===== config.mk =====
export PLATFORM = sky130hd
export DESIGN_NAME = regfile_dump_unit
export DESIGN_NICKNAME = d
export VERILOG_FILES = /design/src/rtl/regfile_dump_unit_pkg.sv /design/src/rtl/regfile_dump_unit.sv
export SDC_FILE = /design/constraint.sdc
export NUM_CORES = 1
export LEC_CHECK = 0
export BUFFER_PORTS_ARGS = -buffer_cell sky130_fd_sc_hd__buf_2
export CAP_MARGIN = 20
export CELL_PAD_IN_SITES_DETAIL_PLACEMENT = 1
export CELL_PAD_IN_SITES_GLOBAL_PLACEMENT = 2
export CORE_AREA = 10 10 125 127
export DETAILED_ROUTE_END_ITERATION = 16
export DIE_AREA = 0 0 135 137
export PLACE_DENSITY = 0.95
export REMOVE_ABC_BUFFERS = 1
export SLEW_MARGIN = 20
export SYNTH_ARGS = -nofsm -noshare
export SYNTH_HDL_FRONTEND = slang
export SYNTH_SLANG_ARGS = --single-unit

===== constraint.sdc =====
create_clock -name clk -period 8.02 [get_ports clk]
set_clock_uncertainty 0.05 [all_clocks]
set_input_delay 1.604 -clock clk [delete_from_list [all_inputs] [get_ports clk]]
set_output_delay 1.604 -clock clk [all_outputs]
set_load 0.005 [all_outputs]

===== src/rtl/regfile_dump_unit_pkg.sv =====
// Shared control encodings for the register-dump unit: FSM states, index width
// and the terminal-index helper.
package regfile_dump_unit_pkg;

  localparam int unsigned IDX_W            = 5;
  localparam int unsigned DATA_W           = 32;
  localparam int unsigned DEFAULT_NUM_REGS = 32;

  typedef enum logic [1:0] {
    ST_IDLE = 2'd0,
    ST_LOAD = 2'd1,
    ST_SEND = 2'd2,
    ST_FIN  = 2'd3
  } dump_state_e;

  // Index of the final register scanned; the scan never advances past it.
  function automatic logic [IDX_W-1:0] last_idx(input int unsigned num_regs);
    return IDX_W'(num_regs - 1);
  endfunction

  localparam logic [IDX_W-1:0] DEFAULT_LAST_IDX = last_idx(DEFAULT_NUM_REGS);

endpackage


===== src/rtl/regfile_dump_unit.sv =====
// Scans the register file through a dedicated async read port and streams
// each (index, value) pair over a valid/ready interface with a running checksum.
module regfile_dump_unit
  import regfile_dump_unit_pkg::*;
#(
  parameter int unsigned NUM_REGS = DEFAULT_NUM_REGS,
  parameter bit          SKIP_X0  = 1'b1
) (
  input  logic              clk,
  input  logic              reset_n,
  input  logic              start,
  input  logic              abort,
  output logic [IDX_W-1:0]  rf_addr,
  input  logic [DATA_W-1:0] rf_data,
  output logic              out_valid,
  input  logic              out_ready,
  output logic [IDX_W-1:0]  out_idx,
  output logic [DATA_W-1:0] out_data,
  output logic              busy,
  output logic              done,
  output logic [DATA_W-1:0] checksum
);

  localparam logic [IDX_W-1:0] LAST_IDX  = last_idx(NUM_REGS);
  localparam logic [IDX_W-1:0] FIRST_IDX = SKIP_X0 ? IDX_W'(1) : '0;

  dump_state_e       state, state_n;
  logic [IDX_W-1:0]  idx, idx_n;
  logic [IDX_W-1:0]  out_idx_q, out_idx_n;
  logic [DATA_W-1:0] out_data_q, out_data_n;
  logic [DATA_W-1:0] checksum_q, checksum_n;

  always_ff @(posedge clk or negedge reset_n) begin
    if (!reset_n) begin
      state      <= ST_IDLE;
      idx        <= '0;
      out_idx_q  <= '0;
      out_data_q <= '0;
      checksum_q <= '0;
    end else begin
      state      <= state_n;
      idx        <= idx_n;
      out_idx_q  <= out_idx_n;
      out_data_q <= out_data_n;
      checksum_q <= checksum_n;
    end
  end

  always_comb begin
    state_n    = state;
    idx_n      = idx;
    out_idx_n  = out_idx_q;
    out_data_n = out_data_q;
    checksum_n = checksum_q;
    unique case (state)
      ST_IDLE: begin
        // start together with abort counts as abort
        if (start && !abort) begin
          state_n    = ST_LOAD;
          idx_n      = FIRST_IDX;
          checksum_n = '0;
        end
      end
      ST_LOAD: begin
        if (abort) begin
          state_n = ST_IDLE;
        end else begin
          out_idx_n  = idx;
          out_data_n = rf_data;
          state_n    = ST_SEND;
        end
      end
      ST_SEND: begin
        // abort wins over a handshake in the same cycle: entry is not summed
        if (abort) begin
          state_n = ST_IDLE;
        end else if (out_ready) begin
          checksum_n = checksum_q + out_data_q;
          if (idx == LAST_IDX) begin
            state_n = ST_FIN;
          end else begin
            idx_n   = idx + IDX_W'(1);
            state_n = ST_LOAD;
          end
        end
      end
      ST_FIN: begin
        state_n = ST_IDLE;
      end
      default: begin
        state_n = ST_IDLE;
      end
    endcase
  end

  assign rf_addr   = idx;
  assign out_valid = (state == ST_SEND);
  assign busy      = (state != ST_IDLE);
  // Gated so an abort landing in FIN suppresses the completion pulse.
  assign done      = (state == ST_FIN) && !abort;
  assign out_idx   = out_idx_q;
  assign out_data  = out_data_q;
  assign checksum  = checksum_q;

endmodule


* Yosys cells after proc, flatten, opt, wreduce, memory -nomap -nowiden *
Cells that the tools add are included.

word-level totals
  input bits = 37
  register bits after elaboration = 76
  word-level logic and storage cells = 42
  output and inout bits = 77

cells by class
  add/sub/neg operators = 2
  multiplexer cells = 15
  bitwise operators = 1
  equal/unequal tests = 9
  reduce and logical (&&, ||, !) cells = 10

operators with widths
  kind                                                  count
  two-way mux 32 bit                                    3
  one-hot mux 32 bit (2 select lines)                   1
  adder 32 bit                                          1
  two-way mux 5 bit                                     4
  two-way mux 2 bit                                     5
  one-hot mux 5 bit (2 select lines)                    1
  one-hot mux 2 bit (4 select lines)                    1
  != test 2 bit (second input constant)                 3
  adder 5 x 1 -> 5 bit (second input constant)          1
  equality test 5 bit (second input constant)           1
  AND reduction 5 bit                                   1
  equality test 2 bit (second input constant)           2
  AND reduction 2 bit                                   2
  AND reduction 4 bit                                   1
  nonzero test 2 bit                                    2
  != test 3 x 2 -> 1 bit (second input constant)        1
  equality test 2 x 1 -> 1 bit (second input constant)  1
  logical AND 1 bit                                     2
  logical NOT 2 bit                                     1
  != test 2 x 1 -> 1 bit (second input constant)        1
  logical NOT 1 bit                                     1
  inverter 1 bit                                        1

* Logic depth before layout (Yosys ltp) *
Gate-level depths: netlist (run 1).

  word-level depth = 5
  mapped depth = 12
  gate-level depth less buffers = 12

* Least setup slack after synthesis (run 1) *
No wires, ideal clock.

  path kind = input port to output port
  start point = input abort
  end point = output done
  arrival = 1.803 ns
  required time = 6.366 ns
  cell stages on the path = 1
  path buffers = 0
  slack = 4.563 ns
  cells stage by stage = and3b_1

between the ends
  longest elaborated chain between the ends = 2

RTL lines
  element             line                      source
  start: declaration  regfile_dump_unit.sv:12   input logic abort,
  logical NOT 1 bit   regfile_dump_unit.sv:100  assign done = (state == ST_FIN) && !abort;
  logical AND 1 bit   regfile_dump_unit.sv:100
  end: declaration    regfile_dump_unit.sv:20   output logic done,

Every way passes these cells.

* Worst setup path in the final report (run 1) *
Ends and elaborated chain as after synthesis.

==> flow_summary.toml, run 1 <==
[timing]
fin_ws_ns = 4.31
finalCriticalPeriod_ns = 3.71
hold_ws_ns = 0.453
slew_headroom = 0.345
finalSetupTns_ns = 0
tightest_slew_ns = 0.974
hold_viol = 0
fmax_mhz = 269
final_max_slew_viol_count = 0
setup_viol = 0
fin_crit_sh = 0.463
rsz0062_at_grt = "false"

[power_and_ir_drop]
irDropWorstVdd_v = 0.000135
seq_power_share = 0.352
p_switching_w = 0.000502
leakagePower_nw = 2.80
powerDensity_nw_per_um2 = 265
p_sw_frac = 0.337
clkPwrFrac = 0.317
combPwrFrac = 0.331
intPower_w = 0.000988

[place]
routabilityCongestion = 0.842
place_ws_ns = 4.19
port-buffer-count = 113
dp_hpwl_mm = 9.75
dp.cells = 729

[setup_path]
end_kind = "primary output"
rrSetupSlack_ns = 4.66
path_class = "in -> out"
crit_path_start_kind = "input port"
cp-endpoint = "done"
path_max_fanout = 7
rr_worst_depth = 12
timing.rr.start = "out_data[0]"
startpoint = "abort"
r2r-end = "checksum[26]"
arrival_ns = 2.06
cp.required_ns = 6.37

[synthesis]
synth_cell_types = 51
async_reset_ff_frac = 1.00
ys_seq_area_frac = 0.419
yosysMostFrequentCell = "dfrtp_1"
syn_area_um2 = 4540
synth.top_cell.area_share = 0.419
synthTopCellsByArea = "dfrtp_1, ha_1, mux2_2"
synth_warnings = 0
synth_enable_flop_cells = 0
synth_common_cells = "dfrtp_1, nand2_1, o21ai_0"
synth_seq_cells = 76
syn-instance-count = 455
syn_avg_cell_area_um2 = 9.98
synth_top_cell_by_area = "dfrtp_1"
synthFlopType = "dfrtp_1"

[grt]
antenna_found_initial = 0
grt_pass1_vias = 4276
grt_start_max_net_pins = 77
grt_first_pass_wirelength_mm = 21.7
overflow = 0
track_usage = 0.145

[detailed_routing]
routed_via_density = 5.20
post-route-drc-count = 0
m1WireLength_mm = 5.57
dr.first_iter.drc_count = 172
drt_pass1_iterations = 4
vias = 3871
routed_wl_mm = 13.1
routed-wl-met3_um = 790
wire_per_inst_um = 17.6
ant_nets = 0
wl_met2_mm = 6.54
maxUsedRoutingLayer = "met4"

[cts]
insertion_delay_ns = 0.35
cts_max_level = 3
cts_buffers = 9
cts.sinks = 76
postCtsResizedCells = 0
clk_pin_slew_ns = 0.06
root_buffer = "clkbuf_16"
cts_setup_buffers = 0
hold_buffers = 0
clock_path_buffers = 2
cts_tree = "done"

[floorplan]
die-area_um2 = 18500
core_area_um2 = 13100
fp.dieW_um = 135
io_pins = 114
fp.dieH_um = 137
num_rows = 42
initial_utilization = 0.347

[cells_and_area]
area_growth_syn_to_layout_pct = 24.1
fin_cells = 745
antenna_cells = 0
final_nets = 635
drive_gt1_frac = 0.306

[min_path]
hp-class = "reg -> reg"

[run]
maxCapViolCount = 0

[status]
status = "finished, final reports clean"
power by group through the flow:
stage	Sequential [W]	Combinational, W	Clock, W
CTS	0.000526	0.000500	0.000487
global route	0.000537	0.000561	0.000507
floorplan	0.000523	0.000317	0
global placement	0.000527	0.000475	0
finish	0.000525	0.000493	0.000472
detailed placement	0.000532	0.000495	0
how the worst min path moves through the flow:
stage                            from           to  slack [ns]  cells past startpoint
after CTS                  out_idx[1]   out_idx[1]        0.45                      1
after global placement    checksum[0]  checksum[0]        0.43                      2
after detailed placement   out_idx[1]   out_idx[1]        0.44                      1
final                      out_idx[1]   out_idx[1]        0.45                      1
after global routing      checksum[4]  checksum[4]        0.47                      1
after floorplan           checksum[0]  checksum[0]        0.44                      2
routing by layer:
| metal | GRT usage | vias up |
|---|---|---|
| met5 | 0 | - |
| met2 | 0.255 | 83 |
| li1 | - | 1872 |
| met3 | 0.0495 | 16 |
| met1 | 0.160 | 1900 |
| met4 | 0.0502 | 0 |
placed cells by master, fill, tap and decap left out, types with 4 or more instances in the layout:
master	count
clkbuf_16	9
a21o_1	16
o21ai_0	45
ha_1	33
o21bai_1	4
inv_1	12
a211oi_1	4
o31ai_1	4
xor2_1	14
xnor2_1	13
nand2_1	51
nand2b_1	5
buf_2	112
and3_1	4
nand3_1	12
dfrtp_1	76
nand4_1	4
mux2_2	36
a21oi_1	33
nor2_1	15
nor3_1	4
o211ai_1	5
area by class of cell:
cell class | count | area [um2]
multi-input cells | 349 | 2530
well taps | 176 | 220
clock buffers | 10 | 229
fillers | 1525 | 7450
clock inverters | 6 | 111
flip-flops and latches | 76 | 1900
inverters | 12 | 45.0
repair buffers | 116 | 594
logic make-up after synthesis:
kind of cell    share of synthesized area
flops                               0.419
mux                                0.0915
xor+xnor                           0.0521
simple gates                        0.118
buf+inv                            0.0248
fa+ha+maj                          0.0954
compound gates                      0.200
metrics by stage:
step / total power [W] / util / cell area [um2]
after floorplan: 0.000840 / - / 4470
after global placement: 0.00100 / 0.404 / 5290
after detailed placement: 0.00103 / 0.404 / 5290
after CTS: 0.00151 / 0.430 / 5630
after global routing: 0.00160 / 0.430 / 5630
final: 0.00149 / 0.430 / 5630
critical path: stages:
cell and delay, ns:
buf_2 0.15, and3b_1 0.18, buf_2 0.12
registers in the layout, indices dropped and copies added, names as in the netlist:
signal,cells
out_data,32
state,2
out_idx,5
rf_addr,5
checksum,32
Power figures use the tool's default switching activity.
==> inputs of run 2 (changes only) <==
--- a/config.mk
+++ b/config.mk
@@ -9,10 +9,10 @@
 export CAP_MARGIN = 20
 export CELL_PAD_IN_SITES_DETAIL_PLACEMENT = 1
 export CELL_PAD_IN_SITES_GLOBAL_PLACEMENT = 2
-export CORE_AREA = 10 10 125 127
+export CORE_AREA = 10 10 129 131
 export DETAILED_ROUTE_END_ITERATION = 16
-export DIE_AREA = 0 0 135 137
-export PLACE_DENSITY = 0.95
+export DIE_AREA = 0 0 139 141
+export PLACE_DENSITY = 0.91
 export REMOVE_ABC_BUFFERS = 1
 export SLEW_MARGIN = 20
 export SYNTH_ARGS = -nofsm -noshare
==> constraint.sdc (replaced) <==
create_clock -name clk -period 3.66 [get_ports clk]
set_clock_uncertainty 0.05 [all_clocks]
set_input_delay 0.732 -clock clk [delete_from_list [all_inputs] [get_ports clk]]
set_output_delay 0.732 -clock clk [all_outputs]
set_load 0.005 [all_outputs]
==> flow_summary.toml, run 2 (synthesized netlist as in run 1, its figures left out) <==
[cts]
cts_tree = "done"
cts_max_level = 3
clock_path_buffers = 2
hold_buffers = 0
postCtsResizedCells = 0
cts_buffers = 9
cts.sinks = 76
cts_setup_buffers = 0
root_buffer = "clkbuf_16"
clk_pin_slew_ns = 0.06
insertion_delay_ns = 0.34

[cells_and_area]
area_growth_syn_to_layout_pct = 24.1
drive_gt1_frac = 0.306
final_nets = 637
final_area_um2 = 5630
final_core_util = 0.396
final_common_cell = "buf_2"
layout_common_cells = "buf_2, dfrtp_1, nand2_1"
antenna_cells = 0

[timing]
slew_headroom = 0.330
hold_viol = 0
tightest_slew_ns = 1.01
setup_viol = 0
fin_crit_sh = 0.908
fin_ws_ns = 0.337
finalCriticalPeriod_ns = 3.32
final_max_slew_viol_count = 0
finalSetupTns_ns = 0
rsz0062_at_grt = "false"
fmax_mhz = 301

[setup_path]
startpoint = "out_data[0]"
end_kind = "register"
crit_path_start_kind = "register"
slowest_delay_ns = 0.51
cp.required_ns = 3.80
arrival_ns = 3.46
crit_chain = "ha_1 > inv_1 > fa_1 > nor2b_4 > o31a_1 > o32a_4 > a221oi_1 > o211ai_1 > a21oi_1 > o21bai_1 > xnor2_1 > o21ai_0"
path_max_fanout = 5
rrSetupSlack_ns = 0.34
rr_worst_depth = 12
cpMaxStageDelayCell = "a221oi_1"
timing.rr.start = "out_data[0]"
cp-endpoint = "checksum[26]"
r2r-end = "checksum[26]"
path_class = "reg -> reg"

[detailed_routing]
vias = 3926
wire_per_inst_um = 17.9
routed_via_density = 5.20
ant_nets = 0
drt_pass1_iterations = 5
dr.first_iter.drc_count = 239
routed_wl_mm = 13.5
post-route-drc-count = 0

[power_and_ir_drop]
leakagePower_nw = 2.80
powerDensity_nw_per_um2 = 569
irDropWorstVdd_v = 0.000247
power_w = 0.00321

[place]
dpl_cell_area_um2 = 5310
port-buffer-count = 113
dp_hpwl_mm = 10.2
place_ws_ns = 0.326
routabilityCongestion = 0.848

[grt]
grt_start_max_net_pins = 77
antenna_found_initial = 0
grt_pass1_vias = 4271
grt_first_pass_wirelength_mm = 22.2
track_usage = 0.137
overflow = 0

[floorplan]
core_area_um2 = 14200
fp.dieH_um = 141
io_pins = 114
fp.dieW_um = 139
num_rows = 44
initial_utilization = 0.320
die-area_um2 = 19600

[run]
maxCapViolCount = 0

[min_path]
hp-class = "reg -> reg"

[status]
status = "finished, final reports clean"
-- run 2: stage by stage --
step | hold WS, ns | std cells
finish | 0.443 | 755
global route | 0.483 | 755
CTS | 0.446 | 755
detailed placement | 0.432 | 739
global placement | 0.423 | 739
floorplan | 0.386 | 437
-- run 2: how the worst min path moves through the flow --
stage | start | to | slack, ns | cells past startpoint
after floorplan | reset_n | checksum[0] | 0.39 | 0
after global placement | checksum[0] | checksum[0] | 0.42 | 2
after detailed placement | checksum[0] | checksum[0] | 0.43 | 2
after CTS | checksum[0] | checksum[0] | 0.45 | 2
after global routing | out_idx[1] | out_idx[1] | 0.48 | 1
final | checksum[0] | checksum[0] | 0.44 | 2
-- run 2: critical path: cells and delay by family (launching register included) --
family	cells	cell delay, ns
and+or+nand+nor	1	0.06
AOI/OAI and AO/OA	7	1.93
xor gates and xnor gates	1	0.14
DFF	1	0.39
buffers and inverters	1	0.09
adders and majority gates	2	0.49
-- run 2: cell type report --
type / count / area (um2)
Clock inverter: 4 / 72.6
Sequential cell: 76 / 1900
Clock buffer: 12 / 246
Tap cell: 184 / 230
Inverter: 12 / 45.0
Fill cell: 1656 / 8570
Multi-Input combinational cell: 349 / 2530
Timing Repair Buffer: 118 / 606
-- run 2: where the power goes --
| group | leakage [nW] | internal (W) | switching (W) | total, W |
|---|---|---|---|---|
| Combinational | 1.67 | 0.000503 | 0.000589 | 0.00109 |
| Sequential | 0.978 | 0.000995 | 0.000153 | 0.00115 |
| Clock | 0.153 | 0.000615 | 0.000351 | 0.000967 |
| Total | 2.80 | 0.00211 | 0.00109 | 0.00321 |
-- run 2: metal layers --
metal,track usage,vias up,share of wire
li1,-,1880,-
met1,0.160,1966,0.45
met2,0.239,75,0.50
met3,0.0417,5,0.042
met4,0.0329,0,0.0064
met5,0,-,0
==> inputs of run 3 (changes only) <==
--- a/config.mk
+++ b/config.mk
@@ -6,14 +6,12 @@
 export NUM_CORES = 1
 export LEC_CHECK = 0
 export BUFFER_PORTS_ARGS = -buffer_cell sky130_fd_sc_hd__buf_2
-export CAP_MARGIN = 20
 export CELL_PAD_IN_SITES_DETAIL_PLACEMENT = 1
 export CELL_PAD_IN_SITES_GLOBAL_PLACEMENT = 2
 export CORE_AREA = 10 10 129 131
 export DETAILED_ROUTE_END_ITERATION = 16
 export DIE_AREA = 0 0 139 141
 export PLACE_DENSITY = 0.91
-export REMOVE_ABC_BUFFERS = 1
 export SLEW_MARGIN = 20
 export SYNTH_ARGS = -nofsm -noshare
 export SYNTH_HDL_FRONTEND = slang
==> flow_summary.toml, run 3 (synthesized netlist as in run 1, its figures left out) <==
[detailed_routing]
routed_via_density = 5.19
wire_per_inst_um = 17.9
post-route-drc-count = 0
ant_nets = 0
dr.first_iter.drc_count = 142
vias = 3929
drt_pass1_iterations = 4
routed_wl_mm = 13.5

[setup_path]
path_buf_inv = 1
path_max_fanout = 5
crit_chain = "ha_1 > inv_1 > fa_1 > nor2b_4 > o31a_1 > o32a_4 > a2111oi_4 > nor2_1 > a221o_1 > a41oi_2 > xor2_1 > o21ai_1"
crit_path_start_kind = "register"
slowest_delay_ns = 0.42
arrival_ns = 3.39
cp.required_ns = 3.84
cpLargestDelayFamily = "compound AO/OA/AOI/OAI gates"
cpMaxStageDelayCell = "a221o_1"
path_class = "reg -> reg"
end_kind = "register"

[cts]
hold_buffers = 0
clock_path_buffers = 2
root_buffer = "clkbuf_16"
postCtsResizedCells = 0
cts_tree = "done"
clk_pin_slew_ns = 0.06
cts_buffers = 9
cts.sinks = 76
cts_max_level = 3
cts_setup_buffers = 0
insertion_delay_ns = 0.35

[floorplan]
fp.dieH_um = 141
fp.dieW_um = 139
num_rows = 44
io_pins = 114
die-area_um2 = 19600
initial_utilization = 0.320
core_area_um2 = 14200

[cells_and_area]
layout_common_cells = "buf_2, dfrtp_1, nand2_1"
antenna_cells = 0
final_common_cell = "buf_2"
drive_gt1_frac = 0.312
final_nets = 639
area_growth_syn_to_layout_pct = 24.1
fin_cells = 757

[timing]
fmax_mhz = 312
rsz0062_at_grt = "false"
tightest_slew_ns = 0.718
hold_viol = 0
setup_viol = 0
finalSetupTns_ns = 0
fin_crit_sh = 0.877
slew_headroom = 0.521
finalCriticalPeriod_ns = 3.21
final_max_slew_viol_count = 0

[grt]
grt_pass1_vias = 4354
grt_start_max_net_pins = 77
track_usage = 0.140
antenna_found_initial = 0
overflow = 0
grt_first_pass_wirelength_mm = 22.7

[power_and_ir_drop]
leakagePower_nw = 2.81
p_switching_w = 0.00110
irDropWorstVdd_v = 0.000192
clkPwrFrac = 0.290
intPower_w = 0.00206
combPwrFrac = 0.347
powerDensity_nw_per_um2 = 561
p_sw_frac = 0.348
seq_power_share = 0.363
power_w = 0.00316

[synthesis]
syn-num-nets = 526

[min_path]
hp-class = "in -> async"

[status]
status = "finished, final reports clean"

[place]
routabilityCongestion = 0.863
dp.cells = 741
dp_hpwl_mm = 10.5
port-buffer-count = 113

[run]
maxCapViolCount = 0
## run 3: layout make-up
cell class                 instances  area (um2)
sequential                        76        1900
timing repair buffer             120         624
inverter                          12        45.0
clock buffer                      11         253
tap                              184         230
clock inverter                     5        50.0
fill                            1681        8570
multi-input combinational        349        2530
## run 3: per-layer routing
metal	global-route usage	routed length, um	vias to the layer above
met4	0.0505	189	0
met5	0	0	-
met2	0.246	6920	78
li1	-	-	1880
met3	0.0336	551	16
met1	0.161	5880	1955
## run 3: worst paths after layout
check / start / endpoint / slack [ns] / cells past startpoint
min: reset_n / out_data[5] / 0.36 / 1
min reg2reg: checksum[4] / checksum[4] / 0.46 / 1
max in group asynchronous: reset_n / checksum[2] / 2.69 / 1
max: out_data[0] / checksum[28] / 0.45 / 12
min in group clk: checksum[4] / checksum[4] / 0.46 / 1
max reg2reg: out_data[0] / checksum[28] / 0.45 / 12
## run 3: power by group through the flow
stage | Clock [W] | Combinational (W) | Sequential (W)
final | 0.000917 | 0.00110 | 0.00115
after floorplan | 0 | 0.000715 | 0.00113
after detailed placement | 0 | 0.00110 | 0.00116
after global placement | 0 | 0.00106 | 0.00115
after CTS | 0.000943 | 0.00111 | 0.00115
after global routing | 0.000979 | 0.00123 | 0.00117
## run 3: stage by stage
step / hold WS, ns / util / area, um2 / setup WS (ns)
floorplan: 0.386 / - / 4540 / 0.706
global placement: 0.423 / 0.375 / 5330 / 0.587
detailed placement: 0.443 / 0.375 / 5330 / 0.445
CTS: 0.458 / 0.396 / 5630 / 0.426
global route: 0.430 / 0.397 / 5630 / 0.245
finish: 0.359 / 0.397 / 5630 / 0.452
